`config.mk`:
```
export PLATFORM = sky130hd
export DESIGN_NAME = player_shot
export DESIGN_NICKNAME = d
export VERILOG_FILES = /design/src/rtl/player_shot.sv
export SDC_FILE = /design/constraint.sdc
export NUM_CORES = 1
export LEC_CHECK = 0
export ABC_AREA = 1
export BUFFER_PORTS_ARGS = -buffer_cell sky130_fd_sc_hd__buf_2
export CELL_PAD_IN_SITES_DETAIL_PLACEMENT = 1
export CELL_PAD_IN_SITES_GLOBAL_PLACEMENT = 1
export CORE_ASPECT_RATIO = 0.6
export CORE_MARGIN = 2
export CORE_UTILIZATION = 37
export CTS_CLUSTER_SIZE = 30
export DETAILED_ROUTE_END_ITERATION = 7
export PLACE_DENSITY = 0.79
export REMOVE_ABC_BUFFERS = 1
export SLEW_MARGIN = 20
export SYNTH_ARGS = -nofsm -noshare
export SYNTH_HDL_FRONTEND = slang
export SYNTH_SLANG_ARGS = --single-unit
```
`constraint.sdc`:
```
create_clock -name clk -period 2.3 [get_ports clk]
set_input_delay 0.345 -clock clk [delete_from_list [all_inputs] [get_ports clk]]
set_output_delay 0.345 -clock clk [all_outputs]
set_load 0.01 [all_outputs]
```
`src/rtl/player_shot.sv`:
```
// player_shot: player projectile stage.
// Launches one shot on a rising edge of the ship's fire level, walks it up
// the screen in fixed steps, holds a short red flash after a hit, and draws
// its own pixel layer (black elsewhere) for OR-merging into the VGA mixer.
module player_shot #(
  parameter int START_Y    = 488,
  parameter int TOP_Y      = 40,
  parameter int STEP_PX    = 4,
  parameter int STEP_DIV   = 250000,
  parameter int X_OFFSET   = 10,
  parameter int SHOT_W     = 2,
  parameter int SHOT_H     = 8,
  parameter int EXPL_STEPS = 8
) (
  input  logic        clk,
  input  logic        reset,
  input  logic        fire,
  input  logic [10:0] pos_nave,
  input  logic        hit_ack,
  input  logic [9:0]  h_counter,
  input  logic [9:0]  v_counter,
  output logic [10:0] posX_shot,
  output logic [10:0] posY_shot,
  output logic        shot_active,
  output logic        shot_done,
  output logic [7:0]  R,
  output logic [7:0]  G,
  output logic [7:0]  B
);

  localparam int CNT_W = (STEP_DIV > 1) ? $clog2(STEP_DIV) : 1;
  localparam int EXP_W = $clog2(EXPL_STEPS + 1);

  localparam logic [CNT_W-1:0] CNT_LAST  = CNT_W'(STEP_DIV - 1);
  localparam logic [EXP_W-1:0] EXPL_LAST = EXP_W'(EXPL_STEPS - 1);
  localparam logic [10:0]      START_Y_C = 11'(START_Y);
  localparam logic [10:0]      RETIRE_Y  = 11'(TOP_Y + STEP_PX);
  localparam logic [10:0]      STEP_C    = 11'(STEP_PX);
  localparam logic [10:0]      X_OFF_C   = 11'(X_OFFSET);

  // 12-bit geometry constants so right/bottom bounds never wrap.
  localparam logic [11:0] SHOT_W_C = 12'(SHOT_W);
  localparam logic [11:0] SHOT_H_C = 12'(SHOT_H);
  localparam logic [11:0] EXPL_L_C = 12'd2;
  localparam logic [11:0] EXPL_R_C = 12'd4;
  localparam logic [11:0] EXPL_H_C = 12'd6;

  typedef enum logic [1:0] {
    S_IDLE,
    S_LAUNCH,
    S_FLY,
    S_EXPL
  } state_t;

  state_t           state_q, state_d;
  logic             fire_q;
  logic [10:0]      x_q, x_d;
  logic [10:0]      y_q, y_d;
  logic [CNT_W-1:0] cnt_q, cnt_d;
  logic [EXP_W-1:0] expl_q, expl_d;
  logic             done_q, done_d;
  logic [7:0]       r_q, g_q, b_q;
  logic [7:0]       r_d, g_d, b_d;

  logic launch_ev;
  logic tick;

  assign launch_ev = fire & ~fire_q;
  assign tick      = (cnt_q == CNT_LAST);

  // State, position, counters and edge detector registers.
  always_ff @(posedge clk) begin
    // NOTE: every register here uses <= so all of them sample the
    // pre-edge values; a blocking = would let later lines see new values.
    if (reset) begin
      state_q <= S_IDLE;
      fire_q  <= 1'b0;
      x_q     <= '0;
      y_q     <= '0;
      cnt_q   <= '0;
      expl_q  <= '0;
      done_q  <= 1'b0;
    end else begin
      state_q <= state_d;
      fire_q  <= fire;
      x_q     <= x_d;
      y_q     <= y_d;
      cnt_q   <= cnt_d;
      expl_q  <= expl_d;
      done_q  <= done_d;
    end
  end

  // Next-state logic: launch, stepping, hit priority and retire.
  always_comb begin
    // NOTE: defaults first so no path through the case leaves a signal
    // unassigned, which would otherwise infer a latch.
    state_d = state_q;
    x_d     = x_q;
    y_d     = y_q;
    cnt_d   = cnt_q;
    expl_d  = expl_q;
    done_d  = 1'b0;

    unique case (state_q)
      S_IDLE: begin
        x_d    = '0;
        y_d    = '0;
        cnt_d  = '0;
        expl_d = '0;
        if (launch_ev) state_d = S_LAUNCH;
      end

      S_LAUNCH: begin
        // 11-bit wrap is intentional; the ship never sits that far right.
        x_d     = pos_nave + X_OFF_C;
        y_d     = START_Y_C;
        cnt_d   = '0;
        state_d = S_FLY;
      end

      S_FLY: begin
        cnt_d = tick ? '0 : cnt_q + CNT_W'(1);
        if (hit_ack) begin
          // Hit wins over a coincident step or retire; position freezes.
          state_d = S_EXPL;
          cnt_d   = '0;
          expl_d  = '0;
        end else if (tick) begin
          if (y_q < RETIRE_Y) begin
            state_d = S_IDLE;
            done_d  = 1'b1;
            x_d     = '0;
            y_d     = '0;
          end else begin
            y_d = y_q - STEP_C;
          end
        end
      end

      S_EXPL: begin
        cnt_d = tick ? '0 : cnt_q + CNT_W'(1);
        if (tick) begin
          if (expl_q == EXPL_LAST) begin
            state_d = S_IDLE;
            done_d  = 1'b1;
            x_d     = '0;
            y_d     = '0;
            expl_d  = '0;
          end else begin
            expl_d = expl_q + EXP_W'(1);
          end
        end
      end

      default: state_d = S_IDLE;
    endcase
  end

  // Pixel hit test against the current shot / flash rectangle.
  logic [11:0] h_ext, v_ext, x_ext, y_ext, expl_left;
  logic        in_fly, in_expl;

  always_comb begin
    h_ext     = {2'b00, h_counter};
    v_ext     = {2'b00, v_counter};
    x_ext     = {1'b0, x_q};
    y_ext     = {1'b0, y_q};
    // Flash extends 2 px left of the shot, clamped at the screen edge.
    expl_left = (x_ext < EXPL_L_C) ? 12'd0 : x_ext - EXPL_L_C;

    in_fly  = (state_q == S_FLY)
              && (h_ext >= x_ext) && (h_ext < x_ext + SHOT_W_C)
              && (v_ext >= y_ext) && (v_ext < y_ext + SHOT_H_C);
    in_expl = (state_q == S_EXPL)
              && (h_ext >= expl_left) && (h_ext < x_ext + EXPL_R_C)
              && (v_ext >= y_ext) && (v_ext < y_ext + EXPL_H_C);

    r_d = 8'h00;
    g_d = 8'h00;
    b_d = 8'h00;
    if (in_fly) begin
      r_d = 8'hFF;
      g_d = 8'hFF;
    end else if (in_expl) begin
      r_d = 8'hFF;
    end
  end

  // Registered colour output, one clock behind the VGA counters.
  always_ff @(posedge clk) begin
    if (reset) begin
      r_q <= 8'h00;
      g_q <= 8'h00;
      b_q <= 8'h00;
    end else begin
      r_q <= r_d;
      g_q <= g_d;
      b_q <= b_d;
    end
  end

  assign posX_shot   = x_q;
  assign posY_shot   = y_q;
  assign shot_active = (state_q == S_FLY);
  assign shot_done   = done_q;
  assign R           = r_q;
  assign G           = g_q;
  assign B           = b_q;

endmodule

```
# [Yosys cells after proc, flatten, opt, wreduce, memory -nomap -nowiden]
# Cells that the tools add are included.
[classes] n_addsub=9 order_cmp=9 n_eq_ne=14 mux=34 bitwise=2 reduce_logical=15
[op_table] op="two-way mux 11 bit" n=8
[op_table] op="one-hot mux 11 bit (4 select lines)" n=2
[op_table] op="one-hot mux 18 bit (3 select lines)" n=1
[op_table] op="< comparator 10 x 12 -> 1 bit" n=4
[op_table] op="two-way mux 18 bit" n=2
[op_table] op="adder 11 x 3 -> 12 bit (second input constant)" n=2
[op_table] op="two-way mux 8 bit" n=3
[op_table] op="greater-or-equal comparator 10 x 11 -> 1 bit" n=2
[op_table] op="adder 18 x 1 -> 18 bit (second input constant)" n=1
[op_table] op="equality test 18 bit (second input constant)" n=1
[op_table] op="adder 11 x 2 -> 12 bit (second input constant)" n=1
[op_table] op="adder 11 x 4 -> 12 bit (second input constant)" n=1
[op_table] op="greater-or-equal comparator 10 x 12 -> 1 bit" n=1
[op_table] op="two-way mux 12 bit" n=1
[op_table] op="two-way mux 2 bit" n=6
[op_table] op="two-way mux 4 bit" n=3
[op_table] op="one-hot mux 4 bit (3 select lines)" n=1
[op_table] op="subtractor 11 x 2 -> 12 bit (second input constant)" n=1
[op_table] op="adder 11 x 4 -> 11 bit (second input constant)" n=1
[op_table] op="< comparator 11 x 2 -> 1 bit (second input constant)" n=1
[op_table] op="< comparator 11 x 6 -> 1 bit (second input constant)" n=1
[op_table] op="subtractor 11 x 3 -> 11 bit (second input constant)" n=1
[op_table] op="!= test 2 bit (second input constant)" n=5
[op_table] op="AND reduction 5 bit" n=2
[op_table] op="other kinds (17)" n=31
[word_totals] ff_bits=64 in_bits=35 out_inout_bits=48

# [Logic depth before layout (Yosys ltp)]
[logic_depth] ltp_word=9 depth_mapped=22 ltp_nobuf=21

# [Least setup slack after synthesis]
# Ideal clock, no wire load.
[synth_path] path_kind="register to register" start="register x_q[3], in the netlist posX_shot[3]" end="register r_q[6], in the netlist R[6]" setup_ps=117 t_arrival_ps=2433 setup_slack_ps=-250 path_stages_with_launch=22 synth_period_minus_slack_ps=2550 path_cell_list="dfxtp_1 > buf_2 > inv_1 > ha_1 > a21boi_1 > nand2_1 > nor3_1 > nand3_1 > nand2_1 > ha_1 > nand2_1 > nand2_1 > nand2_1 > nand2_1 > nand2_1 > nand2_1 > nand2_1 > nand2_1 > nand2_1 > nand2_1 > nand2_1 > a21oi_1"
[synth_via] elab_chain_len=9 elab_cells_between_ends=19
[synth_lines] element="start, declared" line="57" rtl="logic [10:0] x_q, x_d;"
[synth_lines] element="start signal, assigned" line="78" rtl="x_q <= '0;"
[synth_lines] element="start signal, assigned" line="86" rtl="x_q <= x_d;"
[synth_lines] element="subtractor 11 x 2 -> 12 bit or < comparator 11 x 2 -> 1 bit (tied branches)" line="170" rtl="expl_left = (x_ext < EXPL_L_C) ? 12'd0 : x_ext - EXPL_L_C;"
[synth_lines] element="two-way mux 12 bit" line="170"
[synth_lines] element="greater-or-equal comparator 10 x 12 -> 1 bit" line="176" rtl="&& (h_ext >= expl_left) && (h_ext < x_ext + EXPL_R_C)"
[synth_lines] element="logical AND 1 bit (2 in a row)" line="176"
[synth_lines] element="logical AND 1 bit (2 in a row)" line="177" rtl="&& (v_ext >= y_ext) && (v_ext < y_ext + EXPL_H_C);"
[synth_lines] element="two-way mux 8 bit" line="185" rtl="end else if (in_expl) begin"
[synth_lines] element="two-way mux 8 bit (*)" line="182" rtl="if (in_fly) begin"
[synth_lines] element="end signal, assigned" line="197" rtl="r_q <= r_d;"
[synth_lines] element="end, declared" line="62" rtl="logic [7:0] r_q, g_q, b_q;"
# Mark *: on every way between the ends. The rest lies on a longest branch, timed or not.
# A chain may end at the register's enable or synchronous reset.

# [Worst setup path in the final report]
[layout_path] start="register x_q[2], in the netlist posX_shot[2]" end="register r_q[6], in the netlist R[6]"
# The elaborated chain is that of the path after synthesis.

==> summary.txt <==
Die ar. - 15,010 sq um
mapped cell area - 5187 sq um
post-synthesis mux area share - 0
Num CTS Buffers - 5
clock root cell - clkbuf_16
Clock Power Share - 0.125
ANT nets after route - 0
Setup CP Type - reg -> reg
Vias per Instance - 4.933
CTS tree - done
Slew @ Worst Pin - 0.5080 ns
DRT Pass-1 Iters - 5
I/O Buffers - 71
PwrDens - 1079 nW/um^2
total grt overflow - 0
GRT Resource Usage Total - 0.2166
R2R cell count - 16
simple-gate share of the synthesized area - 0.3519
crit path from - posX_shot[2]
min setup slack post-route - -0.08519 ns
largest family of logic cells by synthesized area - simple AND/OR/NAND/NOR gates
critical path arrival - 2.57 ns
share of cells above drive strength 1 - 0.2270
MaxCap Viol Count - 0
initial core utilization - 0.3796
ys flop type - dfxtp_1
row cnt - 33
Mapped Cells - 787
first-pass GRT wire length - 25,760 microns
diode count - 0
syn_area_per_cell - 6.591 sq um
Synth Area in Compound Gates - 0.09624
final-stage net count - 1,003
proportion of power drawn by combinational gates - 0.705
vias - 5,337
Sw Ratio - 0.4952
post-synth top area share - 0.1905
Area growth syn-to-layout - 20.74%
minimum clock period - 2.385 ns
flop-to-flop setup slack - -0.09 ns
fin crit share - 1.037
First DRT Iteration DRCs - 214
Post-synth EDFFs - 0
Yosys cell types - 50
sequential share of the synthesized area - 0.1852
Post-route DRC - 0
IO Pins - 83
die width - 156.9 microns
CTS Sinks - 48
post-synthesis xor/xnor area fraction - 0.05065
Core ar. - 13,670 sq um
Flop pwr share - 0.170
top-count cell post-synth - nand2_1
design area - 6264 sq um
CTS HTree Levels - 2
Fin Clk Skew - 0.004429 ns
LEAKAGE - 3.063 nW
reg2reg start - posX_shot[2]
area leader, netlist - ha_1
RSZ-0062 raised after global routing - true
Psw - 3.346 mW
ys async rst share - 0
Peak supply drop - 0.0004261 V
Die Ht - 95.72 microns
status - complete, but fails checks
Reg2Reg Capture Point - R[6]
post-synthesis adder-cell area fraction - 0.1905
Final GP Congestion - 0.8267
failing checks - setup timing
Skew-Pair Late Insertion Delay - 0.29 ns
final hold vios - 0
Max Slew Vio Count - 0
antenna violations before repair - 1
dpl hpwl - 13,360 microns
vias in the first global route - 5,139
DP Worst Slack - -0.2525 ns
Worst Path Required - 2.49 ns
capture point of the worst path - R[6]
post-cts hold buffer count - 0
CTS max path bufs - 2
Sum Neg Setup Slack - -0.08519 ns
Commonest cells post-synth - nand2_1 (177), nor2_1 (109), inv_1 (85), ha_1 (79)
slew margin rel. - 0.6613
drt total wl - 16,220 microns
clock-pin slew on the worst setup and hold paths - 0.07 ns
synthesis-stage register bit count - 48
Setup-failing EPs final - 1
Worst Hold Class - in -> reg
CP Max Fanout - 5
Pint - 3.410 mW
pin count of the biggest net entering global routing - 17
DP Area - 5911 sq um
Max Freq - 419.3 MHz
synth top area cells - ha_1 (19%), dfxtp_1 (19%), nand2_1 (13%)
CP startpoint kind - flip-flop
Synth Warn # - 0
routed length per instance - 14.99 microns
Setup crit end kind - flip-flop
## final cells by class
| cell class | count | area, sq um |
|---|---|---|
| clock buffers | 5 | 125.1 |
| clock inverters | 3 | 42.54 |
| fillers | 1798 | 7403 |
| inverters | 94 | 357.8 |
| multi-input cells | 612 | 3734 |
| flip-flops and latches | 48 | 969.7 |
| well taps | 192 | 240.2 |
| repair buffers | 128 | 794.5 |
## what timing repair did
action	CTS	global route
setup buffers	5	1
endpoints found under the setup margin	2	2
gates resized for setup	26	17
hold endpoints to repair	0	0
pin swaps	8	7
## power by group through the flow
stage               Sequential [mW]  Clock (mW)  Combinational [mW]
finish                         1.15       0.845                4.76
global route                   1.16       0.895                5.33
CTS                            1.13       0.864                4.60
detailed placement             1.13           0                4.34
global placement               1.12           0                4.15
floorplan                      1.22           0                2.64
## flip-flops by register name, indices dropped and copies added (netlist names)
signal	cells
G	1
fire_q	1
R	1
expl_q	4
state_q	2
posX_shot	11
posY_shot	9
shot_done	1
cnt_q	18
## metrics by stage
step / std cells / power [mW] / hold slack (ns) / util
2_1_floorplan: 754 / 3.862 / 0.4074 / -
3_3_place_gp: 1068 / 5.274 / 0.4386 / 0.4325
3_5_place_dp: 1068 / 5.473 / 0.4564 / 0.4325
4_1_cts: 1081 / 6.592 / 0.2994 / 0.4528
5_1_grt: 1082 / 7.388 / 0.3123 / 0.4583
6_report: 1082 / 6.756 / 0.3043 / 0.4583
## kinds of logic after synthesis
| family | after synthesis |
|---|---|
| flip-flops | 48 |
| adder cells (fa/ha/maj) | 79 |
| AO/OA/AOI/OAI | 90 |
| XOR/XNOR | 30 |
| AND/OR/NAND/NOR | 403 |
| buffers and inverters | 136 |
| other | 1 |
## critical path: stages, from the launching register on
cell      delay [ns]
dfxtp_2         0.35
inv_2           0.05
ha_2            0.19
a21boi_4        0.14
nand2_2         0.10
nor3_2          0.18
nand3_2         0.12
buf_4           0.18
nand2_1         0.05
ha_1            0.24
a21oi_1         0.21
o31a_1          0.16
nand2_1         0.08
nand2_1         0.07
nand2_1         0.05
nand2_1         0.05
a21oi_1         0.06
## how the worst min path moves through the flow
stage               slack [ns]      from  cells after the start          to
finish                    0.30      fire                      3      fire_q
detailed placement        0.46  cnt_q[0]                      1    cnt_q[0]
floorplan                 0.41     reset                      1  state_q[1]
CTS                       0.30      fire                      3      fire_q
global route              0.31      fire                      3      fire_q
global placement          0.44  cnt_q[0]                      1    cnt_q[0]
## metal layers
layer	up-vias	wire length [microns]	part of all wire	GRT usage
li1	2726	-	-	-
met2	114	6420	0.40	0.3183
met5	-	11	0.00068	0
met1	2484	8960	0.55	0.3410
met3	11	765	0.047	0.02972
met4	2	63	0.0039	0.02141
## cell usage in the layout, fill, tap and decap left out, types with 5 or more instances in the layout
cell / n
nor2_2: 8
a21o_1: 5
buf_4: 54
dfxtp_2: 7
nand2_1: 174
a21oi_1: 46
nor3_1: 14
nor3_2: 8
clkbuf_16: 5
nand4_1: 27
inv_2: 8
dfxtp_1: 41
xnor2_1: 6
conb_1: 10
inv_1: 83
xor2_1: 21
o21ai_0: 19
buf_2: 71
nand3_1: 40
nand2_2: 5
ha_1: 76
nor2_1: 103
Note: power is estimated with default switching activity, not from simulation.
